[src/rtl/claim_rasterizer.sv]
// claim_rasterizer
//
// Walks a fabric claim rectangle (left, top, w, h) cell by cell and streams
// every covered (x, y) coordinate tagged with the claim id, in row-major order
// with x innermost.
//
// Handshakes (both ports): a transfer happens on a rising clock edge where
// valid && ready are both 1. A producer holds valid and its payload stable
// until that transfer. in_ready decodes the state register. All other outputs
// are registered.
//
// Ports:
//   clk, rst_n            rising-edge clock, asynchronous active-low reset
//   in_valid / in_ready   claim offer / acceptance (ready only in IDLE)
//   in_left, in_top       claim origin
//   in_w, in_h            claim width and height (zero area emits nothing)
//   in_id                 claim id
//   out_valid / out_ready cell beat handshake
//   out_x, out_y          cell coordinate
//   out_id                id of the claim being scanned
//   out_last              beat is the claim's final cell
//   done                  one-cycle pulse after the claim scan finishes
//   busy                  state is SCAN (FSM state visibility)
//
// Optional feature macro: CLAIM_RASTER_CLIP_EN
//   undefined: coordinates wrap modulo 2^W and all w*h cells are emitted.
//   defined:   cells with x or y >= FABRIC_SIZE are suppressed; offsets still
//              advance through them, one per cycle, without a handshake.

module claim_rasterizer #(
  parameter int W           = 10,
  parameter int ID_W        = 11,
  parameter int FABRIC_SIZE = 1000
) (
  input  logic            clk,
  input  logic            rst_n,
  input  logic            in_valid,
  output logic            in_ready,
  input  logic [W-1:0]    in_left,
  input  logic [W-1:0]    in_top,
  input  logic [W-1:0]    in_w,
  input  logic [W-1:0]    in_h,
  input  logic [ID_W-1:0] in_id,
  output logic            out_valid,
  input  logic            out_ready,
  output logic [W-1:0]    out_x,
  output logic [W-1:0]    out_y,
  output logic [ID_W-1:0] out_id,
  output logic            out_last,
  output logic            done,
  output logic            busy
);

  typedef enum logic {
    IDLE = 1'b0,
    SCAN = 1'b1
  } state_t;

  localparam logic [W-1:0] ONE  = W'(1);
  localparam logic [W-1:0] ZERO = '0;

  state_t state, state_next;

  // Latched claim and scan offsets.
  logic [W-1:0]    left_q, top_q, w_q, h_q;
  logic [ID_W-1:0] id_q;
  logic [W-1:0]    ox, oy;

  // Control decode.
  logic accept, x_end, at_end, step;
  logic load, advance, finish, zero_done;

  // Candidate cell: the cell that will be presented next cycle, either the
  // first cell of a newly loaded claim or the successor of the current one.
  logic [W-1:0]    c_left, c_top, c_w, c_h, c_ox, c_oy;
  logic [W-1:0]    c_x, c_y;
  logic [ID_W-1:0] c_id;
  logic            c_last, c_ok;

  assign in_ready = (state == IDLE);
  assign accept   = in_valid && in_ready;

  // Termination compares offsets against size-1, so no left+w sum is needed.
  assign x_end  = (ox == w_q - ONE);
  assign at_end = x_end && (oy == h_q - ONE);

  // A scan cycle retires the current cell when the beat is taken, or at once
  // when the cell was suppressed (out_valid low during SCAN).
  assign step = (state == SCAN) && (out_ready || !out_valid);

  always_comb begin
    state_next = state;
    load       = 1'b0;
    advance    = 1'b0;
    finish     = 1'b0;
    zero_done  = 1'b0;
    case (state)
      IDLE: begin
        if (accept) begin
          if (in_w == ZERO || in_h == ZERO) begin
            zero_done = 1'b1;
          end else begin
            load       = 1'b1;
            state_next = SCAN;
          end
        end
      end
      SCAN: begin
        if (step) begin
          if (at_end) begin
            finish     = 1'b1;
            state_next = IDLE;
          end else begin
            advance = 1'b1;
          end
        end
      end
      default: state_next = IDLE;
    endcase
  end

  always_comb begin
    c_left = load ? in_left : left_q;
    c_top  = load ? in_top  : top_q;
    c_w    = load ? in_w    : w_q;
    c_h    = load ? in_h    : h_q;
    c_id   = load ? in_id   : id_q;
    c_ox   = load ? ZERO : (x_end ? ZERO : ox + ONE);
    c_oy   = load ? ZERO : (x_end ? oy + ONE : oy);
    c_last = (c_ox == c_w - ONE) && (c_oy == c_h - ONE);
  end

`ifdef CLAIM_RASTER_CLIP_EN
  localparam logic [W:0] FAB = (W+1)'(FABRIC_SIZE);
  logic [W:0] sum_x, sum_y;

  // Full-width sums so a cell past the fabric edge is never aliased back in.
  always_comb begin
    sum_x = {1'b0, c_left} + {1'b0, c_ox};
    sum_y = {1'b0, c_top}  + {1'b0, c_oy};
    c_x   = sum_x[W-1:0];
    c_y   = sum_y[W-1:0];
    c_ok  = (sum_x < FAB) && (sum_y < FAB);
  end
`else
  always_comb begin
    c_x  = c_left + c_ox;
    c_y  = c_top  + c_oy;
    c_ok = 1'b1;
  end
`endif

  always_ff @(posedge clk or negedge rst_n) begin
    if (!rst_n) begin
      state     <= IDLE;
      left_q    <= '0;
      top_q     <= '0;
      w_q       <= '0;
      h_q       <= '0;
      id_q      <= '0;
      ox        <= '0;
      oy        <= '0;
      out_valid <= 1'b0;
      out_x     <= '0;
      out_y     <= '0;
      out_id    <= '0;
      out_last  <= 1'b0;
      done      <= 1'b0;
      busy      <= 1'b0;
    end else begin
      state <= state_next;
      done  <= finish || zero_done;
      busy  <= (state_next == SCAN);
      if (load) begin
        left_q <= in_left;
        top_q  <= in_top;
        w_q    <= in_w;
        h_q    <= in_h;
        id_q   <= in_id;
      end
      if (load || advance) begin
        ox        <= c_ox;
        oy        <= c_oy;
        out_x     <= c_x;
        out_y     <= c_y;
        out_id    <= c_id;
        out_valid <= c_ok;
        // A suppressed final cell carries no last marker.
        out_last  <= c_last && c_ok;
      end else if (finish) begin
        out_valid <= 1'b0;
        out_last  <= 1'b0;
      end
    end
  end

endmodule

[config.mk]
export PLATFORM = sky130hd
export DESIGN_NAME = claim_rasterizer
export DESIGN_NICKNAME = d
export VERILOG_FILES = /design/src/rtl/claim_rasterizer.sv
export SDC_FILE = /design/constraint.sdc
export NUM_CORES = 1
export LEC_CHECK = 0
export BUFFER_PORTS_ARGS = -buffer_cell sky130_fd_sc_hd__buf_2
export CELL_PAD_IN_SITES_DETAIL_PLACEMENT = 1
export CELL_PAD_IN_SITES_GLOBAL_PLACEMENT = 1
export CORE_ASPECT_RATIO = 0.8
export CORE_MARGIN = 3
export CORE_UTILIZATION = 25
export CTS_BUF_LIST = sky130_fd_sc_hd__clkbuf_2
export DETAILED_ROUTE_END_ITERATION = 10
export PLACE_DENSITY = 0.5
export SYNTH_ARGS = -nofsm -noshare
export SYNTH_HDL_FRONTEND = slang
export SYNTH_SLANG_ARGS = --single-unit
[constraint.sdc]
create_clock -name clk -period 8.55 [get_ports clk]
set_input_delay 1.71 -clock clk [delete_from_list [all_inputs] [get_ports clk]]
set_output_delay 1.71 -clock clk [all_outputs]
set_load 0.05 [all_outputs]
After elaboration in Yosys (flattened, before gate mapping)
Index checks and enable logic that the tools add are counted.
Operators by class
  add/subtract/negate cells: 8
  equality and inequality tests: 4
  reductions and logical operators: 12
  multiplexer cells: 26
  bitwise logic cells: 1
Operators with widths (count)
  2-to-1 mux 10 bit: 8
  == test 10 bit: 4
  subtractor 10 x 1 -> 10 bit (second input constant): 4
  adder 10 x 1 -> 10 bit (second input constant): 2
  adder 10 bit: 2
  logical NOT 10 bit: 2
  2-to-1 mux 1 bit: 16
  2-to-1 mux 11 bit: 1
  logical AND 1 bit: 4
  logical OR 1 bit: 4
  case mux 1 bit (2 select lines): 1
  nonzero test 2 bit: 1
  logical NOT 1 bit: 1
  NOT 1 bit: 1
Storage, ports and cells
  flip-flop bits (word level): 106
  output and inout port bits: 36
  word-level logic and storage cells: 65
  bits of input ports: 55

Logic depth before layout (Yosys ltp)
  word-level depth: 10
  mapped depth: 19
  depth with buffers taken out: 18

Worst setup path after synthesis
OpenSTA, ideal clock, no wires.
  kind: input -> register
  start: in in_w[7]
  end: reg out_y[5]
  stages: 19
  path slack: 2739 ps
  required time: 8455 ps
  buffers on the path: 5
  library setup time: 95 ps
  arrival: 5715 ps
  path through: nor4_1 nand3_1 nand3_1 buf_2 clkbuf_1 clkbuf_1 buf_1 clkbuf_1 nand2_1 nand2_1 ha_1 o21ai_0 or4_1 o311ai_1 o21ai_2 a21oi_1 o211ai_1 and3_1 o31ai_1
Between the ends
  word-level cells in the longest chain between the ends: 7
  elaborated cells on any way between the ends: 9
  classes of those cells: add/sub: 1; mux: 5; reduce/logical: 3
Ends and longest elaborated chain
  start, declared: line 41  | input logic [W-1:0] in_w,
  logical NOT 10 bit: line 100  | if (in_w == ZERO || in_h == ZERO) begin
  logical OR 1 bit: line 100
  2-to-1 mux 1 bit: line 100
  2-to-1 mux 1 bit: line 99  | if (accept) begin
  2-to-1 mux 1 bit: line 97  | case (state)
  2-to-1 mux 10 bit
  named net c_top[0]: line 75  | logic [W-1:0] c_left, c_top, c_w, c_h, c_ox, c_oy;
  adder 10 bit: line 148  | c_y = c_top + c_oy;
  end signal, assigned: line 185  | out_y <= c_y;
  end, declared: line 47  | output logic [W-1:0] out_y,
The timed path passes the listed nets, and every way through them passes these cells.
A chain may end at the register's enable or synchronous reset.

Worst setup path after layout
  start: in in_w[2]
  end: reg out_last
Between the ends
  word-level cells in the longest chain between the ends: 10
  elaborated cells on any way between the ends: 17
  classes of those cells: add/sub: 2; eq/ne: 2; mux: 8; reduce/logical: 5
Ends and longest elaborated chain
  logical NOT 10 bit: line 100
  logical OR 1 bit: line 100
  2-to-1 mux 1 bit: line 100
  2-to-1 mux 1 bit: line 99
  2-to-1 mux 1 bit: line 97
  2-to-1 mux 10 bit
  subtractor 10 x 1 -> 10 bit: line 130  | c_last = (c_ox == c_w - ONE) && (c_oy == c_h - ONE);
  == test 10 bit: line 130
  logical AND 1 bit: line 130
  2-to-1 mux 1 bit: line 181  | if (load || advance) begin
  end signal, assigned: line 189  | out_last <= c_last && c_ok;
  end, declared: line 49  | output logic out_last,
Parallel ways exist; a longest one is shown, timed or not.

==> flow_summary.yaml <==
die:
  die_h_um: 155
  die_area_sq_um: 29600
  ioPinCount: 91
  coreArea_sq_um: 26700
  start_util: 0.258
  rows: 53
  die_w_um: 192
cells_and_area:
  area_growth_pct: 14.2
  fin_util: 0.295
  drive_gt1_frac: 0.178
  nets: 956
  fillers: 3186
  fin_area_sq_um: 7880
synth:
  postSynthCellCount: 805
  synthTopCellsByCount: "nand2_1 (197), dfrtp_1 (106), xnor2_1 (47)"
  synth_compound_area_frac: 0.144
  yosys.area_share.adder: 0.0394
  syn_nets: 880
  synth_cell_types: 78
  synth_top_area_frac: 0.385
  ys_ff_latch: 106
  synth_area_leaders: "dfrtp_1 (38%), nand2_1 (11%), xnor2_1 (6.0%)"
  synthXorXnorAreaFrac: 0.103
  yosysMostFrequentCell: "nand2_1"
  synth_top_family_by_area: "simple AND/OR/NAND/NOR gates"
  seq_area_frac_synth: 0.385
  synth_area_per_cell_sq_um: 8.57
  ys_warn_count: 0
  syn_area_sq_um: 6900
  synth_top_cell_by_area: "dfrtp_1"
  async_flop_share: 1.00
  synth-simple-area-share: 0.243
  synth_top_flop_cell: "dfrtp_1"
  synthMuxAreaShare: 0.0506
  synth_edf_count: 0
cts:
  cts_tree: "done"
  numCtsBuffers: 9
  clock-sinks: 106
  root_buffer: "clkbuf_2"
  cts-resized-gates: 0
  htree_levels: 3
  path_clk_slew_ns: 0.35
  cts_setup_buffers: 0
  ctsLongestPathBuffers: 2
  ctsHoldBuffers: 0
  clkLatencyLatePin_ns: 0.70
pwr:
  ir_drop_v: 0.000138
  p_per_area_nw_per_um2: 340
  power.leakage_nw: 3.70
  finalPower_mw: 2.68
setup_path:
  worstPathRequired_ns: 9.22
  worstPathMaxFanout: 28
  critPathKind: "input port to flop"
  end_kind: "flop"
  cp-start-kind: "input port"
  cp.arrival_ns: 5.95
grt:
  grt_max_degree: 66
  track_usage: 0.162
  first_global_vias: 6250
  grt_overflow: 0
  grt_pass1_wl_um: 37300
  antenna_found_initial: 2
route:
  wirelength_um: 23300
  vias_per_cell: 4.88
  drt_first_pass_iters: 4
  wire_per_inst_um: 18.8
  vias: 6074
  ant_nets: 0
  drc: 0
  drt-initial-drc-count: 348
placed_design:
  place.port_buffers: 90
  pre_cts_ws_ns: 2.37
  routabilityCongestion: 0.787
  dp_hpwl_um: 17600
  place_area_sq_um: 7730
timing:
  setup_tns_ns: 0
  relSlewSlack: 0.387
  period_needed_ns: 5.28
  hold_violations: 0
  finalCritPeriodShare: 0.618
  tightest_slew_ns: 0.920
  max_clock_freq_mhz: 189
  slew_viol_final: 0
  rsz0062_at_grt: "no"
  fin_ws_ns: 3.27
  skew_ns: 0.0506
  setup_viol_count_final: 0
outcome:
  status: "finished clean"
flow_run:
  maxCapViolations: 0
worst_hold_path:
  min_path_type: "flop to flop"
==> worst max-delay path: stages <==
cell and delay (ns):
buf_2 0.12, nor4_1 0.68, nand3_1 0.28, nand3_2 0.61, mux2i_1 0.53, ha_1 0.23
inv_1 0.08, nor4_1 0.65, mux2i_1 0.26, mux2i_1 0.10, mux2_2 0.27, a211oi_2 0.23
a31o_1 0.18
==> per-layer routing <==
metal,vias up,share of wire,track usage
met2,113,0.38,0.210
met1,2982,0.55,0.263
met5,-,0.00030,0
met4,2,0.013,0.0339
met3,17,0.054,0.0403
li1,2960,-,-
==> per-stage QoR <==
| step | std cells | hold WS [ns] |
|---|---|---|
| 3_5_place_dp | 1227 | 0.457 |
| 4_1_cts | 1243 | 0.519 |
| 5_1_grt | 1244 | 0.546 |
| 3_3_place_gp | 1227 | 0.454 |
| 2_1_floorplan | 805 | 0.436 |
| 6_report | 1244 | 0.511 |
==> power breakdown <==
part           switching [mW]  internal, mW
combinational           0.996         0.530
clock                   0.213        0.0779
sequential              0.182         0.680
==> final timing paths <==
path	start	end	slack [ns]	depth (start not counted)
worst max-delay path	in_w[2]	out_last$_DFFE_PN0P_	3.27	13
worst min-delay path	id_q[10]$_DFF_PN0_	id_q[10]$_DFF_PN0_	0.51	2
worst max register to register	w_q[5]$_DFF_PN0_	out_y[8]$_DFFE_PN0P_	3.40	14
worst min register to register	id_q[10]$_DFF_PN0_	id_q[10]$_DFF_PN0_	0.51	2
max in group asynchronous	rst_n	h_q[1]$_DFF_PN0_	6.31	2
min in group asynchronous	rst_n	out_id[4]$_DFFE_PN0P_	1.08	1
==> flip-flops by register name, indices dropped and copies added, names as in the netlist, 10 cells and up <==
name,count
top_q,10
id_q,11
left_q,10
out_y,10
oy,10
out_x,10
w_q,10
h_q,10
ox,10
out_id,11
==> cell usage in the layout, fill, tap and decap left out, drive strengths merged, types with 4 or more instances in the layout <==
cell and instances:
nand2 197, dfrtp 106, buf 96, nor2 48, xnor2 47, o21ai 43, inv 37, a21oi 30
xor2 26, nand3 22, ha 20, mux2i 18, nor3 16, nor4 15, mux2 15, nand4 13
and3 11, clkbuf 9, a211oi 8, a31oi 7, or3 7, o31ai 6, nand3b 6, a21o 6
and2 6, a22oi 5, or4 5, o211ai 5, or2 4, o311ai 4
==> cell families (layout without fill, tap and decap cells) <==
logic type / count (synthesis) / in the layout
fa+ha+maj: 22 / 22
flops: 106 / 106
buf+inv: 65 / 146
xor+xnor: 76 / 76
mux: 33 / 33
other cells: 0 / 1
compound gates: 141 / 141
simple gates: 362 / 362
==> final cells by class <==
| cell class | count | area, sq um | area share |
|---|---|---|---|
| multi-input combinational | 634 | 4010 | 0.509 |
| inverter | 34 | 128 | 0.0162 |
| sequential | 106 | 2650 | 0.337 |
| clock buffer | 9 | 45.0 | 0.00572 |
| antenna | 1 | 2.50 | 0.000318 |
| timing repair buffer | 96 | 498 | 0.0632 |
| tap | 357 | 447 | 0.0567 |
| clock inverter | 7 | 95.1 | 0.0121 |
(Power assumes the default switching activity.)
